File: config.mk
export PLATFORM = sky130hd
export DESIGN_NAME = fetch_unit
export DESIGN_NICKNAME = d
export VERILOG_FILES = /design/src/rtl/fetch_unit.sv
export SDC_FILE = /design/constraint.sdc
export NUM_CORES = 1
export LEC_CHECK = 0
export BUFFER_PORTS_ARGS = -buffer_cell sky130_fd_sc_hd__buf_2
export CORE_MARGIN = 4
export CORE_UTILIZATION = 57
export CTS_CLUSTER_DIAMETER = 100
export DETAILED_ROUTE_END_ITERATION = 7
export GPL_ROUTABILITY_DRIVEN = 0
export PLACE_DENSITY = 0.9
export SYNTH_ARGS = -nofsm -noshare
export SYNTH_HDL_FRONTEND = slang
export SYNTH_SLANG_ARGS = --single-unit
File: constraint.sdc
create_clock -name clk -period 3.61 [get_ports clk]
set_clock_uncertainty 0.15 [all_clocks]
set_input_delay 0.1805 -clock clk [delete_from_list [all_inputs] [get_ports clk]]
set_output_delay 0.1805 -clock clk [all_outputs]
set_load 0.05 [all_outputs]
File: src/rtl/fetch_unit.sv
// Instruction fetch front end: walks a row-address pc through a shared storage read port
// and buffers returned rows with their addresses in a small in-order queue for decode.
module fetch_unit #(
    parameter int unsigned READ_ADDR_SIZE = 28,
    parameter int unsigned ROW_WIDTH      = 32,
    parameter int unsigned FIFO_DEPTH     = 4,
    parameter logic [READ_ADDR_SIZE-1:0] RESET_PC = '0
) (
    input  logic                      clk,
    input  logic                      rst,
    input  logic                      startSig,
    output logic [READ_ADDR_SIZE-1:0] memReadAddr,
    output logic                      memReadEn,
    input  logic                      memReadFin,
    input  logic [ROW_WIDTH-1:0]      memReadData,
    input  logic                      redirectEn,
    input  logic [READ_ADDR_SIZE-1:0] redirectAddr,
    output logic                      instValid,
    output logic [ROW_WIDTH-1:0]      instData,
    output logic [READ_ADDR_SIZE-1:0] instAddr,
    input  logic                      instReady,
    output logic [31:0]               stallCnt
);

    localparam int unsigned PTR_W = $clog2(FIFO_DEPTH);
    localparam int unsigned CNT_W = PTR_W + 1;
    localparam logic [CNT_W-1:0] DEPTH_C = CNT_W'(FIFO_DEPTH);

    typedef enum logic [1:0] {StIdle, StFetch, StFull} state_e;

    state_e                    state_q, state_d;
    logic [READ_ADDR_SIZE-1:0] pc_q, pc_d;
    logic [CNT_W-1:0]          count_q, count_d;
    logic [PTR_W-1:0]          wr_ptr_q, wr_ptr_d;
    logic [PTR_W-1:0]          rd_ptr_q, rd_ptr_d;
    logic [31:0]               stall_q, stall_d;

    logic [ROW_WIDTH-1:0]      data_mem [FIFO_DEPTH];
    logic [READ_ADDR_SIZE-1:0] addr_mem [FIFO_DEPTH];

    logic push, pop;

    always_comb begin
        state_d  = state_q;
        pc_d     = pc_q;
        count_d  = count_q;
        wr_ptr_d = wr_ptr_q;
        rd_ptr_d = rd_ptr_q;
        stall_d  = stall_q;

        instValid = (count_q != '0);
        memReadEn = (state_q == StFetch) && (count_q < DEPTH_C) && !redirectEn;
        push      = memReadEn && memReadFin;
        pop       = instValid && instReady;

        unique case (state_q)
            StIdle: begin
                if (startSig) state_d = StFetch;
            end
            StFetch, StFull: begin
                if (redirectEn) begin
                    // Flush wins over any same-cycle pop; fetch restarts at the target.
                    count_d  = '0;
                    wr_ptr_d = '0;
                    rd_ptr_d = '0;
                    pc_d     = redirectAddr;
                    state_d  = StFetch;
                end else begin
                    if (push) begin
                        wr_ptr_d = wr_ptr_q + 1'b1;
                        pc_d     = pc_q + 1'b1;
                    end
                    if (pop) rd_ptr_d = rd_ptr_q + 1'b1;
                    if (memReadEn && !memReadFin) stall_d = stall_q + 32'd1;
                    count_d = count_q + CNT_W'(push) - CNT_W'(pop);
                    state_d = (count_d == DEPTH_C) ? StFull : StFetch;
                end
            end
            default: state_d = StIdle;
        endcase
    end

    always_ff @(posedge clk) begin
        if (rst) begin
            state_q  <= StIdle;
            pc_q     <= RESET_PC;
            count_q  <= '0;
            wr_ptr_q <= '0;
            rd_ptr_q <= '0;
            stall_q  <= '0;
        end else begin
            state_q  <= state_d;
            pc_q     <= pc_d;
            count_q  <= count_d;
            wr_ptr_q <= wr_ptr_d;
            rd_ptr_q <= rd_ptr_d;
            stall_q  <= stall_d;
        end
    end

    // Queue storage needs no reset: the head is masked whenever the queue is empty.
    always_ff @(posedge clk) begin
        if (!rst && push) begin
            data_mem[wr_ptr_q] <= memReadData;
            addr_mem[wr_ptr_q] <= pc_q;
        end
    end

    assign memReadAddr = pc_q;
    assign instData    = instValid ? data_mem[rd_ptr_q] : '0;
    assign instAddr    = instValid ? addr_mem[rd_ptr_q] : '0;
    assign stallCnt    = stall_q;

endmodule

==> results_dict.tcl, run 1 <==
set metrics [dict create \
    status "completed" \
    syn_avg_cell_area_um2 14.5 \
    cts_buffers 31 \
    path_max_fanout 6 \
    ys_warn_count 0 \
    hold_path.class "input pin to flop" \
    synth_flop_cell "edfxtp_1" \
    worstSetupPathDepth 13 \
    drive_gt1_frac 0.283 \
    worstHoldPathCells 4 \
    max_stage_delay_ps 420 \
    post-route-min-period_ps 2970 \
    dp_hpwl_um 19700 \
    drv_slew 0 \
    fin_hold_ws_ps 27.5 \
    arrival_ps 3300 \
    path_cells "inv_1, ha_1, and3b_1, nand2_1, ha_1, inv_1, ha_1, inv_1, fa_1, xnor3_1, nor4b_1, or4_1, a21oi_1" \
    p_clk_frac 0.422 \
    io_pins 188 \
    place_area_um2 14700 \
    fin_tns_setup_ps 0 \
    insertion_delay_ps 550 \
    rsz0062_at_grt "no" \
    fmax_mhz 337 \
    syn_to_final_growth_pct 21.6 \
    min_from "redirectAddr[23]" \
    antenna_found_initial 1 \
    yosys.area.top_type "edfxtp_1" \
    cts_hold_buf 64 \
    synth_most_common_cell "edfxtp_1" \
    cp_top_family "adder cells" \
    slowest_stage "or4_1" \
    synth_edf_count 240 \
    p_sw_mw 1.63 \
    avgViaCountPerCell 6.19 \
    drc 0 \
    grt_start_max_net_pins 62 \
    cp.required_ps 3940 \
    critPathCaptureType "flop" \
    crit_path_start_kind "flop" \
    synth_cells 927 \
    hold_viol 0 \
    reg2reg_depth 13 \
    cp_num_buf_inv 3 \
    track_usage 0.254 \
    cts-htree-levels 1 \
    clkTransAtPathRegs_ps 60 \
    cp-startpoint "state_q[1]" \
    fillers 1446 \
    syn-num-nets 1005 \
    die_area_um2 26100 \
    clock_sinks 311 \
    drt-total-wl_um 33400 \
    cts_buffer_depth 3 \
    yosysUniqueCellTypes 77 \
    final_antenna_net_count 0 \
    ys_ff_latch 311 \
    setup_viol 0 \
    grt_overflow_total 0 \
    cts_tree "done" \
    die_w_um 162 \
    p_comb_frac 0.058 \
    max-vdd-ir-drop_mv 0.378 \
    drt_first_iter_violations 893 \
    synth_top_area_frac 0.536 \
    p_seq_frac 0.520 \
    core_um2 22900 \
    start_util 0.587 \
    synthArstFlopShare 0 \
    syn_area_um2 13400 \
    synthTopCellsByCount "edfxtp_1 (240), dfxtp_1 (71), and2_1 (64), mux4_2 (60), nor2_1 (45)" \
    ys_top_cells_by_area "edfxtp_1 (54%), dfxtp_1 (11%), mux4_2 (10%)" \
    nNetsFinal 1244 \
    netSwitchingFraction 0.214 \
    internal-power_mw 5.98 \
    crit_type "flop to flop" \
    worst_pin_slew_ps 1110 \
    period_share 0.823 \
    p_leak_nw 5.79 \
    slew_headroom 0.262 \
    vias 9324 \
    grt_pass1_vias 9394 \
    ctsResizeCount 0 \
    drt_pass1_iterations 5 \
    cellPowerDensity_nw_per_um2 465 \
    die_h_um 162 \
    reg2reg_from "state_q[1]" \
    num_rows 55 \
    numPortBuffers 187 \
    postLayoutCellArea_um2 16300 \
    ys_seq_area_frac 0.642 \
    drv_cap 0 \
    wl_per_cell_um 22.2 \
    root_buffer "clkbuf_16" \
    grt_pass1_wl_um 52600 \
    post-cts-setup-buffers 0 \
]
==> metrics by stage <==
stage          worst slack, ps  utilization  instances  power [mW]
2_1_floorplan              444            -        927        4.25
3_3_place_gp               786        0.640       1382        4.39
3_5_place_dp               646        0.640       1382        4.41
4_1_cts                    615        0.713       1504        7.63
5_1_grt                    443        0.713       1505        7.84
6_report                   641        0.713       1507        7.61
==> power groups by stage <==
stage | Clock (mW) | Combinational [mW] | Sequential, mW
after CTS | 3.24 | 0.432 | 3.96
final | 3.21 | 0.439 | 3.96
after floorplan | 0 | 0.173 | 4.08
after global routing | 3.41 | 0.467 | 3.96
after detailed placement | 0 | 0.374 | 4.03
after global placement | 0 | 0.363 | 4.03
==> tightest hold or removal path: cells and delay by family <==
kind | cells | cell delay [ps]
buf+inv | 1 | 110
compound gates | 2 | 190
simple gates | 1 | 190
==> placed cells by master (no fill, tap or decap), types with 4 or more instances in the layout <==
| cell type | count |
|---|---|
| or4_1 | 16 |
| nor2b_1 | 12 |
| a31oi_1 | 6 |
| inv_1 | 17 |
| buf_2 | 187 |
| mux4_2 | 60 |
| dfxtp_1 | 69 |
| ha_1 | 11 |
| nor4_1 | 20 |
| a211oi_1 | 9 |
| buf_4 | 17 |
| xor2_1 | 5 |
| and2_1 | 64 |
| mux2i_1 | 6 |
| nor2_1 | 45 |
| nor3_1 | 10 |
| nand3_1 | 30 |
| edfxtp_1 | 240 |
| clkbuf_16 | 31 |
| o31ai_1 | 11 |
| nand4_1 | 23 |
| and4_1 | 10 |
| nand2_1 | 37 |
| bufinv_16 | 4 |
| xnor2_1 | 4 |
| or3_1 | 4 |
| a21oi_1 | 43 |
| clkinv_1 | 4 |
| clkbuf_1 | 14 |
| and3_1 | 13 |
| o21ai_0 | 16 |
| and3_2 | 4 |
| dlygate4sd3_1 | 64 |
| mux2_2 | 10 |
==> routing by layer <==
layer	vias to the layer above	track usage	part of all wire
li1	4133	-	-
met1	4582	0.329	0.38
met4	0	0.0690	0.027
met2	536	0.443	0.51
met3	73	0.0485	0.090
met5	-	0	0
==> final timing paths <==
kind	slack, ps	endpoint
worst max-delay path	640	state_q[0]
worst min-delay path	30	memReadAddr[23]
worst min register to register	360	flop
worst max register to register	640	state_q[0]
==> cell families (layout without fill, tap and decap cells) <==
family / after synthesis / count (layout) / synth area share
other cells: 0 / 3 / 0
buf+inv: 82 / 346 / 0.0267
fa+ha+maj: 12 / 12 / 0.0117
mux: 76 / 76 / 0.113
simple gates: 313 / 313 / 0.137
compound gates: 123 / 123 / 0.0614
xor+xnor: 10 / 10 / 0.00754
flops: 311 / 311 / 0.642
==> flip-flops by register name (all words and copies together), names as in the netlist, named ones only <==
register	flops
addr_mem	112
count_q	3
data_mem	128
memReadAddr	28
rd_ptr_q	2
stallCnt	32
state_q	2
wr_ptr_q	2
==> final cells by class <==
type | count | area, um^2 | share of cell area
multi-input combinational | 534 | 4460 | 0.273
sequential | 311 | 8630 | 0.528
inverter | 17 | 63.8 | 0.00391
antenna | 3 | 7.51 | 0.000459
tap | 313 | 392 | 0.0240
clock buffer | 48 | 870 | 0.0532
timing repair buffer | 271 | 1760 | 0.108
clock inverter | 10 | 149 | 0.00911
Note: power is estimated with default switching activity, not from simulation.
==> run 2: changes to the inputs <==
--- a/config.mk
+++ b/config.mk
@@ -5,13 +5,14 @@
 export SDC_FILE = /design/constraint.sdc
 export NUM_CORES = 1
 export LEC_CHECK = 0
+export ABC_AREA = 1
 export BUFFER_PORTS_ARGS = -buffer_cell sky130_fd_sc_hd__buf_2
 export CORE_MARGIN = 4
-export CORE_UTILIZATION = 57
+export CORE_UTILIZATION = 58
 export CTS_CLUSTER_DIAMETER = 100
 export DETAILED_ROUTE_END_ITERATION = 7
 export GPL_ROUTABILITY_DRIVEN = 0
-export PLACE_DENSITY = 0.9
+export PLACE_DENSITY = 0.91
 export SYNTH_ARGS = -nofsm -noshare
 export SYNTH_HDL_FRONTEND = slang
 export SYNTH_SLANG_ARGS = --single-unit
==> constraint.sdc (replaced) <==
create_clock -name clk -period 3 [get_ports clk]
set_clock_uncertainty 0.15 [all_clocks]
set_input_delay 0.15 -clock clk [delete_from_list [all_inputs] [get_ports clk]]
set_output_delay 0.15 -clock clk [all_outputs]
set_load 0.05 [all_outputs]
==> run 2 against run 1 <==
Net effect: non-clock buffer count is 10 higher; final area rose by 2.0%; highest routed layer is now met5; largest cell class unchanged; count of clock-buffer cells in the layout shrank 12; critical path depth fell by 7; first-iteration DRC count grew 28%; sequential share of layout area is 1.1 points lower; largest power group unchanged; synthesized cell count increased by 53%; cell count rose by 33%; die area is 0.52% lower; worst setup slack worse by 420 ps; routed wire length is 7.7% higher.
==> results_dict.tcl, run 2 <==
set metrics [dict create \
    synthSimpleGateAreaFrac 0.196 \
    synth_top_family_by_area "simple AND/OR/NAND/NOR gates" \
    clkTransAtPathRegs_ps 60 \
    antenna_found_initial 1 \
    post-cts-setup-buffers 0 \
    drt_pass1_iterations 5 \
    synthArstFlopShare 0 \
    dp.cells 1876 \
    period_share 0.925 \
    root_buffer "clkbuf_16" \
    vias 11400 \
    p_seq_frac 0.463 \
    drt_first_iter_violations 1140 \
    synth_most_common_cell "nor2_1" \
    postLayoutCellArea_um2 16700 \
    insertion_delay_ps 550 \
    cts-htree-levels 1 \
    worst_pin_slew_ps 815 \
    internal-power_mw 7.33 \
    cellPowerDensity_nw_per_um2 623 \
    grt_pass1_wl_um 57000 \
    ys_seq_area_frac 0.634 \
    power_mw 10.4 \
    cp.required_ps 2700 \
    synth_fa_ha_area_frac 0.0116 \
    antennaDiodeCount 0 \
    drv_slew 0 \
    wl_per_cell_um 18.0 \
    synth_edf_count 240 \
    critPathCaptureType "output pin" \
    num_rows 55 \
    rsz0062_at_grt "no" \
    syn-num-nets 1498 \
    path_max_fanout 98 \
    cts_tree "done" \
    hold_path.class "input pin to flop" \
    ys_top_cells_by_area "edfxtp_1 (53%), dfxtp_1 (10%), nor2_1 (10%)" \
    die_area_um2 26000 \
    arrival_ps 2480 \
    grt_pass1_vias 11300 \
    syn_to_final_growth_pct 22.6 \
    synth_flop_cell "edfxtp_1" \
    clock_sinks 311 \
    syn_area_um2 13600 \
    drt-total-wl_um 36000 \
    numPortBuffers 187 \
    crit_type "flop to output pin" \
    final_cell_mix "nor2_1 (368), edfxtp_1 (240), nand2_1 (193), buf_2 (187), o21ai_0 (156)" \
    grt_overflow_total 0 \
    fmax_mhz 360 \
    ys_ff_latch 311 \
    synth_top_area_frac 0.530 \
    drc 0 \
    die_h_um 161 \
    syn_avg_cell_area_um2 9.58 \
    synth-compound-area-share 0.111 \
    dp_hpwl_um 21300 \
    grt_start_max_net_pins 99 \
    avgViaCountPerCell 5.70 \
    yosysUniqueCellTypes 42 \
    synth_xor_area_frac 0.00322 \
    crit_path_start_kind "flop" \
    io_pins 188 \
    p_comb_frac 0.170 \
    largest_register_ffs 128 \
    synthMuxAreaShare 0 \
    drv_cap 0 \
    nNetsFinal 1746 \
    core_um2 22800 \
    drive_gt1_frac 0.169 \
    p_leak_nw 6.23 \
    synthTopCellsByCount "nor2_1 (372), edfxtp_1 (240), nand2_1 (193), o21ai_0 (156), a21oi_1 (110)" \
    track_usage 0.269 \
    synth_cells 1420 \
    die_w_um 161 \
    cts_buffers 31 \
    ys_warn_count 0 \
    cts_buffer_depth 3 \
    layout.cells.most_common "nor2_1" \
    max-vdd-ir-drop_mv 0.471 \
    hold_viol 0 \
    instances_no_fill 2005 \
    p_clk_frac 0.367 \
    p_sw_mw 3.07 \
    setup_viol 0 \
    post-route-min-period_ps 2780 \
    slew_headroom 0.456 \
    status "completed" \
    place_area_um2 14900 \
    yosys.area.top_type "edfxtp_1" \
    top_register "data_mem" \
    start_util 0.595 \
    final_antenna_net_count 0 \
    netSwitchingFraction 0.295 \
]
==> run 2: cell types whose count changed in the layout (fill, tap and decap cells not counted), moves of 13 or more <==
cell	delta
mux4_2	-60
or4_1	-16
inv_1	+59
nor2_1	+323
and2_1	-64
nand2_1	+156
nor4_1	-20
o21ai_0	+140
a21oi_1	+67
nand3_1	+13
==> run 2: critical path, stage by stage, from the launching register on <==
cell     delay [ps]
dfxtp_4         540
buf_12          410
nor2_1          130
nor2_1          170
o21ai_0         140
a21oi_1         180
buf_2           280
==> run 2: through the flow <==
step	hold slack [ps]	worst slack (ps)	TNS [ps]	utilization
finish	208	224	0	0.730
floorplan	98.9	-288	-69150	-
detailed placement	216	434	0	0.654
global placement	213	485	0	0.654
global route	209	86.4	0	0.730
CTS	187	265	0	0.730
==> run 2: layer usage <==
metal  vias up  part of all wire  global-route usage  wire length (um)
met4         2             0.039               0.109              1410
met3       114             0.079              0.0449              2840
met2       577              0.50               0.467             17900
li1       5327                 -                   -                 -
met1      5399              0.38               0.338             13800
met5         -           0.00036                   0                13
==> run 2: cell type report <==
| cell class | instances | area, um^2 |
|---|---|---|
| Timing Repair Buffer | 281 | 1920 |
| Clock buffer | 36 | 795 |
| Fill cell | 1544 | 6180 |
| Inverter | 81 | 309 |
| Multi-Input combinational cell | 962 | 4410 |
| Tap cell | 313 | 392 |
| Clock inverter | 21 | 215 |
| Sequential cell | 311 | 8630 |
==> run 2: worst paths after layout <==
path	from	to	slack, ps	cells past startpoint
hold / removal	memReadData[3]	data_mem[1][3]	210	2
setup / recovery	flop	instData[5]	220	6
setup reg to reg	state_q[0]	stallCnt[21]	360	10
hold reg to reg	stallCnt[8]	stallCnt[8]	340	2
==> run 2: logic make-up after synthesis <==
kind of cell | Yosys count
buffers and inverters | 147
DFF | 311
xor gates and xnor gates | 5
and+or+nand+nor | 654
AOI/OAI and AO/OA | 291
adders and majority gates | 12
==> run 2: timing repair <==
item | 4_1_cts | 5_1_grt
hold endpoints to repair | 178 | 0
resized for setup | 0 | 0
hold buffers | 72 | 0
==> run 2: power by group through the flow <==
stage	combinational, mW	clock, mW	sequential (mW)
after floorplan	1.13	0	4.96
after global placement	1.61	0	4.90
after detailed placement	1.65	0	4.91
after CTS	1.74	3.84	4.82
after global routing	1.87	4.04	4.83
final	1.76	3.81	4.82
==> run 3: changes to the inputs <==
--- a/config.mk
+++ b/config.mk
@@ -8,11 +8,11 @@
 export ABC_AREA = 1
 export BUFFER_PORTS_ARGS = -buffer_cell sky130_fd_sc_hd__buf_2
 export CORE_MARGIN = 4
-export CORE_UTILIZATION = 58
+export CORE_UTILIZATION = 60
 export CTS_CLUSTER_DIAMETER = 100
 export DETAILED_ROUTE_END_ITERATION = 7
 export GPL_ROUTABILITY_DRIVEN = 0
-export PLACE_DENSITY = 0.91
+export PLACE_DENSITY = 0.94
 export SYNTH_ARGS = -nofsm -noshare
 export SYNTH_HDL_FRONTEND = slang
 export SYNTH_SLANG_ARGS = --single-unit
==> constraint.sdc (replaced) <==
create_clock -name clk -period 3.4 [get_ports clk]
set_clock_uncertainty 0.15 [all_clocks]
set_input_delay 0.17 -clock clk [delete_from_list [all_inputs] [get_ports clk]]
set_output_delay 0.17 -clock clk [all_outputs]
set_load 0.05 [all_outputs]
==> run 3 against run 2 <==
Net effect: non-clock buffer count decreased by 16; critical path depth shrank 1; largest cell class unchanged; critical path type unchanged; first-iteration DRC count rose by 4.6%.
==> results_dict.tcl, run 3 (synthesis gave the netlist of run 2 again) <==
set metrics [dict create \
    critPathCaptureType "output pin" \
    fillers 1373 \
    die_w_um 159 \
    drv_slew 0 \
    numPortBuffers 187 \
    post-cts-setup-buffers 0 \
    num_rows 54 \
    crit_type "flop to output pin" \
    vias 11400 \
    nNetsFinal 1730 \
    start_util 0.616 \
    grt_start_max_net_pins 97 \
    drt_pass1_iterations 6 \
    dp_slack_ps 767 \
    cellPowerDensity_nw_per_um2 562 \
    top_register "data_mem" \
    final_cell_mix "nor2_1 (368), edfxtp_1 (240), nand2_1 (193), buf_2 (187), o21ai_0 (156)" \
    wl_per_cell_um 18.7 \
    insertion_delay_ps 550 \
    hold_path.class "input pin to flop" \
    layout.cells.most_common "nor2_1" \
    instances_no_fill 1957 \
    hold_viol 0 \
    drt-total-wl_um 36700 \
    clkTransAtPathRegs_ps 60 \
    drc 0 \
    cts_buffers 31 \
    syn_to_final_growth_pct 21.4 \
    period_share 0.873 \
    crit_path_start_kind "flop" \
    cts_buffer_depth 3 \
    die_h_um 159 \
    cts_tree "done" \
    post-route-min-period_ps 2970 \
    clock_sinks 311 \
    cts-htree-levels 1 \
    grt_pass1_vias 11300 \
    path_max_fanout 96 \
    avgViaCountPerCell 5.84 \
    antenna_found_initial 0 \
    dp_hpwl_um 20900 \
    drv_cap 0 \
    slowest_stage "dfxtp_4" \
    arrival_ps 2650 \
    io_pins 188 \
    root_buffer "clkbuf_16" \
    worst_pin_slew_ps 1050 \
    grt_pass1_wl_um 56900 \
    track_usage 0.285 \
    slew_headroom 0.299 \
    status "completed" \
    path_cells "inv_2, buf_12, o21ai_0, a21oi_1, buf_2" \
    ff2ff_setup_slack_ps 690 \
    max_stage_delay_ps 480 \
    max-vdd-ir-drop_mv 0.357 \
    cp_num_buf_inv 3 \
    core_um2 22100 \
    cp.required_ps 3080 \
    largest_register_ffs 128 \
    rsz0062_at_grt "no" \
    fin_hold_ws_ps 90.8 \
    fin_ws_ps 433 \
    power_mw 9.28 \
    grt_overflow_total 0 \
    p_leak_nw 6.20 \
    drive_gt1_frac 0.168 \
    final_antenna_net_count 0 \
    setup_viol 0 \
    die_area_um2 25100 \
    dp.cells 1835 \
    cp_top_family "buffers and inverters" \
    fmax_mhz 337 \
    drt_first_iter_violations 1193 \
]
## run 3: changes by cell type in the layout (fill, tap and decap cells not counted)
cell | previous run | this run
inv_6 | 4 | 1
bufinv_16 | 3 | 2
diode_2 | 0 | 1
clkinv_4 | 1 | 0
clkinv_1 | 3 | 0
clkinv_8 | 1 | 0
dlygate4sd3_1 | 72 | 64
buf_12 | 8 | 7
buf_4 | 14 | 7
clkinv_2 | 5 | 9
clkinvlp_4 | 5 | 2
clkbuf_8 | 0 | 6
clkbuf_16 | 31 | 33
## run 3: final timing paths
kind	endpoint	cells past startpoint	from
max	instAddr[10]	5	flop
min	stallCnt[31]	6	memReadFin
max reg2reg	state_q[0]	15	state_q[1]
min reg2reg	stallCnt[8]	2	stallCnt[8]
## run 3: area by class of cell
class / count / area [um^2] / share of cell area
inverters: 81 / 309 / 0.0187
multi-input cells: 962 / 4410 / 0.267
clock buffers: 44 / 927 / 0.0561
clock inverters: 13 / 120 / 0.00727
repair buffers: 265 / 1770 / 0.107
diodes: 1 / 2.50 / 0.000152
well taps: 280 / 350 / 0.0212
flip-flops and latches: 311 / 8630 / 0.523
## run 3: per-stage QoR
stage / setup TNS (ps) / area (um^2) / util
detailed placement: 0 / 14800 / 0.671
floorplan: -198280 / 13600 / -
finish: 0 / 16500 / 0.748
global route: 0 / 16500 / 0.747
CTS: 0 / 16500 / 0.747
global placement: 0 / 14800 / 0.671
## run 3: worst min-delay path, cell delays in order
cell and delay [ps]:
buf_2 120, inv_1 50, nand2_1 120, nor2_4 120, nand2_1 80, a21oi_1 50
## run 3: power breakdown
part	switching (mW)	internal (mW)	total, mW
sequential	0.0994	4.16	4.26
combinational	1.17	0.380	1.55
clock	1.43	2.04	3.47
## run 3: timing repair
action / CTS / global route
hold buffers: 64 / 0
endpoints found under the hold margin: 164 / 0
gates resized for setup: 0 / 0
## run 3: per-layer routing
layer  routed length (um)  GRT usage
met5                    0          0
met3                 3430     0.0495
met2                18500      0.502
met1                13300      0.345
met4                 1420      0.122
